**config.mk**
```make
export PLATFORM = sky130hd
export DESIGN_NAME = regfile_write_arbiter
export DESIGN_NICKNAME = d
export VERILOG_FILES = /design/src/rtl/regfile_write_arbiter.sv
export SDC_FILE = /design/constraint.sdc
export NUM_CORES = 1
export LEC_CHECK = 0
export ABC_AREA = 0
export CAP_MARGIN = 30
export CORE_ASPECT_RATIO = 0.7
export CORE_UTILIZATION = 26
export CTS_CLUSTER_SIZE = 40
export DETAILED_ROUTE_END_ITERATION = 10
export GPL_ROUTABILITY_DRIVEN = 0
export GPL_TIMING_DRIVEN = 0
export PLACE_DENSITY = 0.88
export SLEW_MARGIN = 15
export SYNTH_ARGS = -nofsm -noshare
export SYNTH_HDL_FRONTEND = slang
export SYNTH_SLANG_ARGS = --single-unit
```
**constraint.sdc**
```tcl
create_clock -name Clk -period 2.9 [get_ports Clk]
set_input_delay 0.58 -clock Clk [delete_from_list [all_inputs] [get_ports Clk]]
set_output_delay 0.58 -clock Clk [all_outputs]
set_load 0.02 [all_outputs]
```
**src/rtl/regfile_write_arbiter.sv**
```systemverilog
// Round-robin arbiter sharing the register-file write port between requesters A and B.
// After reset it clears registers 1..NREGS-1 (one per cycle) before accepting requests.
module regfile_write_arbiter #(
  parameter int WIDTH      = 32,
  parameter int ADDR_W     = 5,
  parameter int NREGS      = 32,
  parameter bit INIT_CLEAR = 1'b1
) (
  input  logic              Clk,
  input  logic              Reset,
  input  logic              req_a,
  input  logic [ADDR_W-1:0] addr_a,
  input  logic [WIDTH-1:0]  data_a,
  output logic              gnt_a,
  input  logic              req_b,
  input  logic [ADDR_W-1:0] addr_b,
  input  logic [WIDTH-1:0]  data_b,
  output logic              gnt_b,
  output logic              init_busy,
  output logic              RegWrite,
  output logic [ADDR_W-1:0] WriteRegister,
  output logic [WIDTH-1:0]  WriteData
);

  typedef enum logic {S_INIT, S_RUN} state_e;

  localparam logic [ADDR_W-1:0] FIRST_REG   = ADDR_W'(1);
  localparam logic [ADDR_W-1:0] LAST_REG    = ADDR_W'(NREGS - 1);
  localparam state_e            RESET_STATE = INIT_CLEAR ? S_INIT : S_RUN;

  state_e            state_q, state_d;
  logic [ADDR_W-1:0] clr_cnt_q, clr_cnt_d;
  logic              last_gnt_q, last_gnt_d;   // 0: A won last, 1: B won last
  logic              win_a, win_b;

  always_ff @(posedge Clk) begin
    if (Reset) begin
      state_q    <= RESET_STATE;
      clr_cnt_q  <= FIRST_REG;
      last_gnt_q <= 1'b1;
    end else begin
      state_q    <= state_d;
      clr_cnt_q  <= clr_cnt_d;
      last_gnt_q <= last_gnt_d;
    end
  end

  // A contested cycle goes to whichever side did not win most recently.
  assign win_a = req_a && (!req_b || last_gnt_q);
  assign win_b = req_b && (!req_a || !last_gnt_q);

  always_comb begin
    state_d       = state_q;
    clr_cnt_d     = clr_cnt_q;
    last_gnt_d    = last_gnt_q;
    gnt_a         = 1'b0;
    gnt_b         = 1'b0;
    init_busy     = 1'b0;
    RegWrite      = 1'b0;
    WriteRegister = '0;
    WriteData     = '0;

    if (!Reset) begin
      case (state_q)
        S_INIT: begin
          init_busy     = 1'b1;
          RegWrite      = 1'b1;
          WriteRegister = clr_cnt_q;
          clr_cnt_d     = clr_cnt_q + FIRST_REG;
          if (clr_cnt_q == LAST_REG) begin
            state_d = S_RUN;
          end
        end
        S_RUN: begin
          // A write to r0 is still acknowledged so the requester can move on.
          if (win_a) begin
            gnt_a      = 1'b1;
            last_gnt_d = 1'b0;
            if (addr_a != '0) begin
              RegWrite      = 1'b1;
              WriteRegister = addr_a;
              WriteData     = data_a;
            end
          end else if (win_b) begin
            gnt_b      = 1'b1;
            last_gnt_d = 1'b1;
            if (addr_b != '0) begin
              RegWrite      = 1'b1;
              WriteRegister = addr_b;
              WriteData     = data_b;
            end
          end
        end
        default: state_d = RESET_STATE;
      endcase
    end
  end

endmodule

```
Word level (Yosys, flattened, before mapping)
Index checks and enable logic that the tools add are counted.

cells by class
  mux-type cells = 31
  equal/unequal tests = 1
  add/sub/neg operators = 1
  bitwise gates (word level) = 1
  reductions and logical operators = 11

operators by type and width
  cell                                                            count
  32-bit two-way mux                                              6
  5-bit two-way mux                                               5
  1-bit two-way mux                                               18
  5-bit case mux with 2 select lines                              1
  5-bit nonzero test                                              2
  5-bit by 1-bit adder with 5-bit output (second input constant)  1
  5-bit equality test (second input constant)                     1
  1-bit logical NOT                                               3
  1-bit logical AND                                               2
  1-bit logical OR                                                2
  1-bit case mux with 2 select lines                              1
  2-bit AND reduction                                             1
  2-bit nonzero test                                              1
  1-bit NOT                                                       1

storage, ports and cells
  logic and storage cells = 48
  output and inout port bits = 41
  bits in registers = 7

Depth between registers and ports, before layout
  depth in word-level cells = 7
  gate-level depth with buffers = 6

Worst setup path before layout
OpenSTA, ideal clock, no wires.

  kind = input port to output port
  start point = input req_b
  end point = output WriteData[10]
  arrival time = 1961 ps
  buffers on the path = 1
  stages = 5
  slack = 359 ps
  path through = nand2_1 -> a211oi_1 -> o21a_1 -> buf_2 -> a22o_1

between the ends
  cells in the longest elaborated chain, start to end = 6
  elaborated cells on any way between the ends = 8

ends and longest elaborated chain
  element               RTL line  text
  start: declaration    15        input logic req_b,
  1-bit logical NOT     49        assign win_a = req_a && (!req_b || last_gnt_q);
  1-bit logical OR      49
  1-bit logical AND     49
  32-bit two-way mux *  76        if (win_a) begin
  32-bit two-way mux *  64        case (state_q)
  32-bit two-way mux *  63        if (!Reset) begin
  end: declaration      22        output logic [WIDTH-1:0] WriteData

Mark *: on every way between the ends. The rest lies on a longest branch, timed or not.

Final worst setup path
  start point = input addr_b[3]
  end point = output WriteData[14]

between the ends
  cells in the longest elaborated chain, start to end = 6

ends and longest elaborated chain
  element             RTL line  text
  start: declaration  16        input logic [ADDR_W-1:0] addr_b,
  5-bit nonzero test  87        if (addr_b != '0) begin
  32-bit two-way mux  87
  32-bit two-way mux  84        end else if (win_b) begin
  32-bit two-way mux  76
  32-bit two-way mux  64
  32-bit two-way mux  63

No other way between the ends.

==> impl_metrics.csv <==
group,metric,value,unit
power_and_ir_drop,switching_share,24.4,%
power_and_ir_drop,p_int,0.310,mW
timing,fin_crit_sh,99.0,%
timing,setup_violations,0,
layout,layout-drive-gt1-share,24.0,%
timing,final_max_slew_viol_count,0,
synthesis,async_reset_ff_share,0,%
clock_tree,clock-sinks,7,
power_and_ir_drop,seqPwrFrac,26.6,%
placement,portBuffers,118,
route,firstDrtPassIters,4,
clock_tree,numCtsBuffers,3,
floorplan,die-width,69.3,um
global_routing,track_usage,22.8,%
layout,antennaDiodeCount,0,
timing,skew,0.00330,ns
synthesis,syn_area,823,um2
timing,hold_viol,0,
power_and_ir_drop,p_sw,0.0999,mW
synthesis,synth_cell_types,30,
synthesis,avgSynthCellArea,8.32,um2
route,wl_per_cell,15.7,um
setup_path,critPathBufInv,3,
synthesis,synth_enable_flop_cells,0,
floorplan,io_pins,119,
setup_path,path_delay_family,"buffers and inverters",
clock_tree,cts_max_level,1,
timing,fmax,348,MHz
synthesis,synth_compound_area_share,49.8,%
timing,worst_pin_slew,0.436,ns
synthesis,synthSimpleGateAreaFrac,16.1,%
setup_path,crit_path_end_kind,"output pin",
power_and_ir_drop,max-vdd-ir-drop,175,uV
floorplan,die-area,3400,um2
job,cap_violations,0,
floorplan,core_area,2900,um2
global_routing,antenna_found_initial,0,
clock_tree,cts_tree,"yes",
clock_tree,insertion_delay,0.23,ns
floorplan,die_y,49.1,um
global_routing,grt_first_pass_wirelength,6240,um
route,drc,0,
synthesis,synth_adder_area_share,3.04,%
route,dr_total_vias,1325,
global_routing,grt_overflow,0,
setup_path,crit_path_max_incr_delay,0.55,ns
synthesis,synth_nets,179,
layout,post-route-cell-area,2020,um2
layout,area_delta_synth_final,145,%
clock_tree,cts_root_buf,"clkbuf_8",
layout,finalNetCount,302,
power_and_ir_drop,combPwrFrac,39.3,%
layout,nFillCells,231,
setup_path,worstPathMaxFanout,10,
floorplan,start_util,28.4,%
setup_path,arrival,2.29,ns
clock_tree,clk_pin_slew,0.04,ns
synthesis,synthCells,99,
synthesis,ys_dominant_reg_cell,"dfxtp_1",
status,outcome,"finished, final reports clean",
global_routing,grt_max_degree,11,
power_and_ir_drop,clock_power_share,34.1,%
synthesis,ys_ff_latch,7,
synthesis,synth_top_family_by_area,"compound AO/OA/AOI/OAI gates",
timing,holdWs,0.551,ns
route,drtIter0Drc,62,
route,ant_nets,0,
timing,worst_slack,0.0295,ns
setup_path,critPathSlowestCell,"or4_4",
route,postRouteWirelength,4040,um
floorplan,rows,16,
hold_path,min_path_type,"flip-flop to flip-flop",
timing,rsz0062_at_grt,"false",
layout,final_core_util,69.5,%
power_and_ir_drop,p_leak,0.950,nW
synthesis,synth_warnings,0,
placement,dp_hpwl,3170,um
setup_path,worstPathCellList,"clkdlybuf4s50_1 > or4_4 > o21a_4 > buf_6 > a22o_1 > buf_2",
power_and_ir_drop,power_density,203,nW/um2
setup_path,critPathLaunchType,"primary input",
clock_tree,cts_buffer_depth,2,
route,viasPerCell,5.16,
synthesis,yosysSeqAreaShare,17.0,%
timing,period_minus_slack,2.87,ns
placement,place_area,2050,um2
setup_path,path_class,"primary input to output pin",
layout,layoutNonFillerInstCount,257,
placement,dp.cells,253,
synthesis,synthXorXnorAreaFrac,3.19,%
global_routing,grt_pass1_vias,1362,
placement,dp_slack,-0.600,ns
timing,slew_headroom,70.9,%
synthesis,muxShareOfSynthArea,2.43,%
setup_path,required,2.32,ns
cell type report:
class / instances / area (um2) / share of cell area, %
multi-input combinational: 81 / 669 / 33.2
sequential: 7 / 140 / 6.94
buffer: 9 / 81.3 / 4.03
tap: 36 / 45.0 / 2.23
inverter: 1 / 3.75 / 0.186
timing repair buffer: 119 / 1030 / 51.2
clock buffer: 4 / 45.0 / 2.23
registers in the layout (all words and copies together) (netlist names):
register,cells
state_q,1
last_gnt_q,1
clr_cnt_q,5
stage by stage:
stage	TNS (ns)	power, mW
floorplan	0	0.142
global placement	-17.99	0.263
detailed placement	-21.36	0.267
CTS	-0.146	0.407
global route	0	0.429
finish	0	0.410
cells in the mapped netlist, types with 2 or more instances:
cell type  count  area share [%]
clkbuf_1       3             1.4
xor2_1         2             2.1
dfxtp_1        7              17
a211oi_1       6             5.5
a22o_1        32              34
and3_1         2             1.5
buf_2          4             2.4
ha_1           2             3.0
nor2_1        12             5.5
mux2i_1        2             2.4
o21ai_0        2             1.2
buf_6          3             4.1
a22oi_1        5             4.6
what timing repair did:
action	CTS	global route
pin swaps	3	5
buffers inserted	3	0
hold buffers	0	0
cloned	0	0
gates resized for setup	151	12
endpoints found under the setup margin	38	37
kinds of logic (layout without fill, tap and decap cells):
family	count (synthesis)	in the layout
AO/OA/AOI/OAI	50	50
XOR/XNOR	3	3
AND/OR/NAND/NOR	24	24
flip-flops	7	7
multiplexers	2	2
adder cells (fa/ha/maj)	2	2
buffers and inverters	11	133
per-layer routing:
metal | up-vias | global-route usage (%) | part of all wire [%]
li1 | 642 | - | -
met1 | 598 | 27.1 | 41
met2 | 79 | 39.6 | 50
met3 | 6 | 6.61 | 8.4
met4 | 0 | 7.14 | 1.5
met5 | - | 0 | 0
final timing paths:
check	startpoint	to	slack (ns)	depth (start not counted)
worst max register to register	clr_cnt_q[0]$_SDFFE_PP1N_	clr_cnt_q[4]$_SDFFE_PP0N_	1.54	5
worst min register to register	clr_cnt_q[4]$_SDFFE_PP0N_	clr_cnt_q[4]$_SDFFE_PP0N_	0.55	2
worst min-delay path	clr_cnt_q[4]$_SDFFE_PP0N_	clr_cnt_q[4]$_SDFFE_PP0N_	0.55	2
worst max-delay path	addr_b[3]	WriteData[14]	0.03	6
cells in the final DEF, fill, tap and decap left out, types with 2 or more instances in the layout:
master	Yosys	final
dfxtp_1	7	7
buf_2	4	27
clkdlybuf4s50_1	0	72
buf_6	3	6
clkbuf_8	0	3
a22oi_1	5	5
or4_4	1	2
o21ai_0	2	2
xor2_1	2	2
ha_1	2	2
clkbuf_1	3	2
a21boi_4	0	2
and3_1	2	2
a211oi_1	6	5
dlymetal6s2s_1	0	4
buf_4	0	4
clkbuf_2	0	4
dlygate4sd2_1	0	10
a22o_1	32	32
nor2_1	12	12
mux2i_1	2	2
tightest hold or removal path: stages (launching register included):
cell and delay, ns:
dfxtp_1 0.35, mux2i_1 0.09, nor2_1 0.08
power groups by stage:
stage	sequential [mW]	combinational (mW)	clock, mW
6_report	0.109	0.161	0.140
4_1_cts	0.109	0.160	0.139
5_1_grt	0.110	0.172	0.147
3_3_place_gp	0.109	0.153	0
3_5_place_dp	0.110	0.157	0
2_1_floorplan	0.109	0.0331	0
Note: power is estimated with default switching activity, not from simulation.
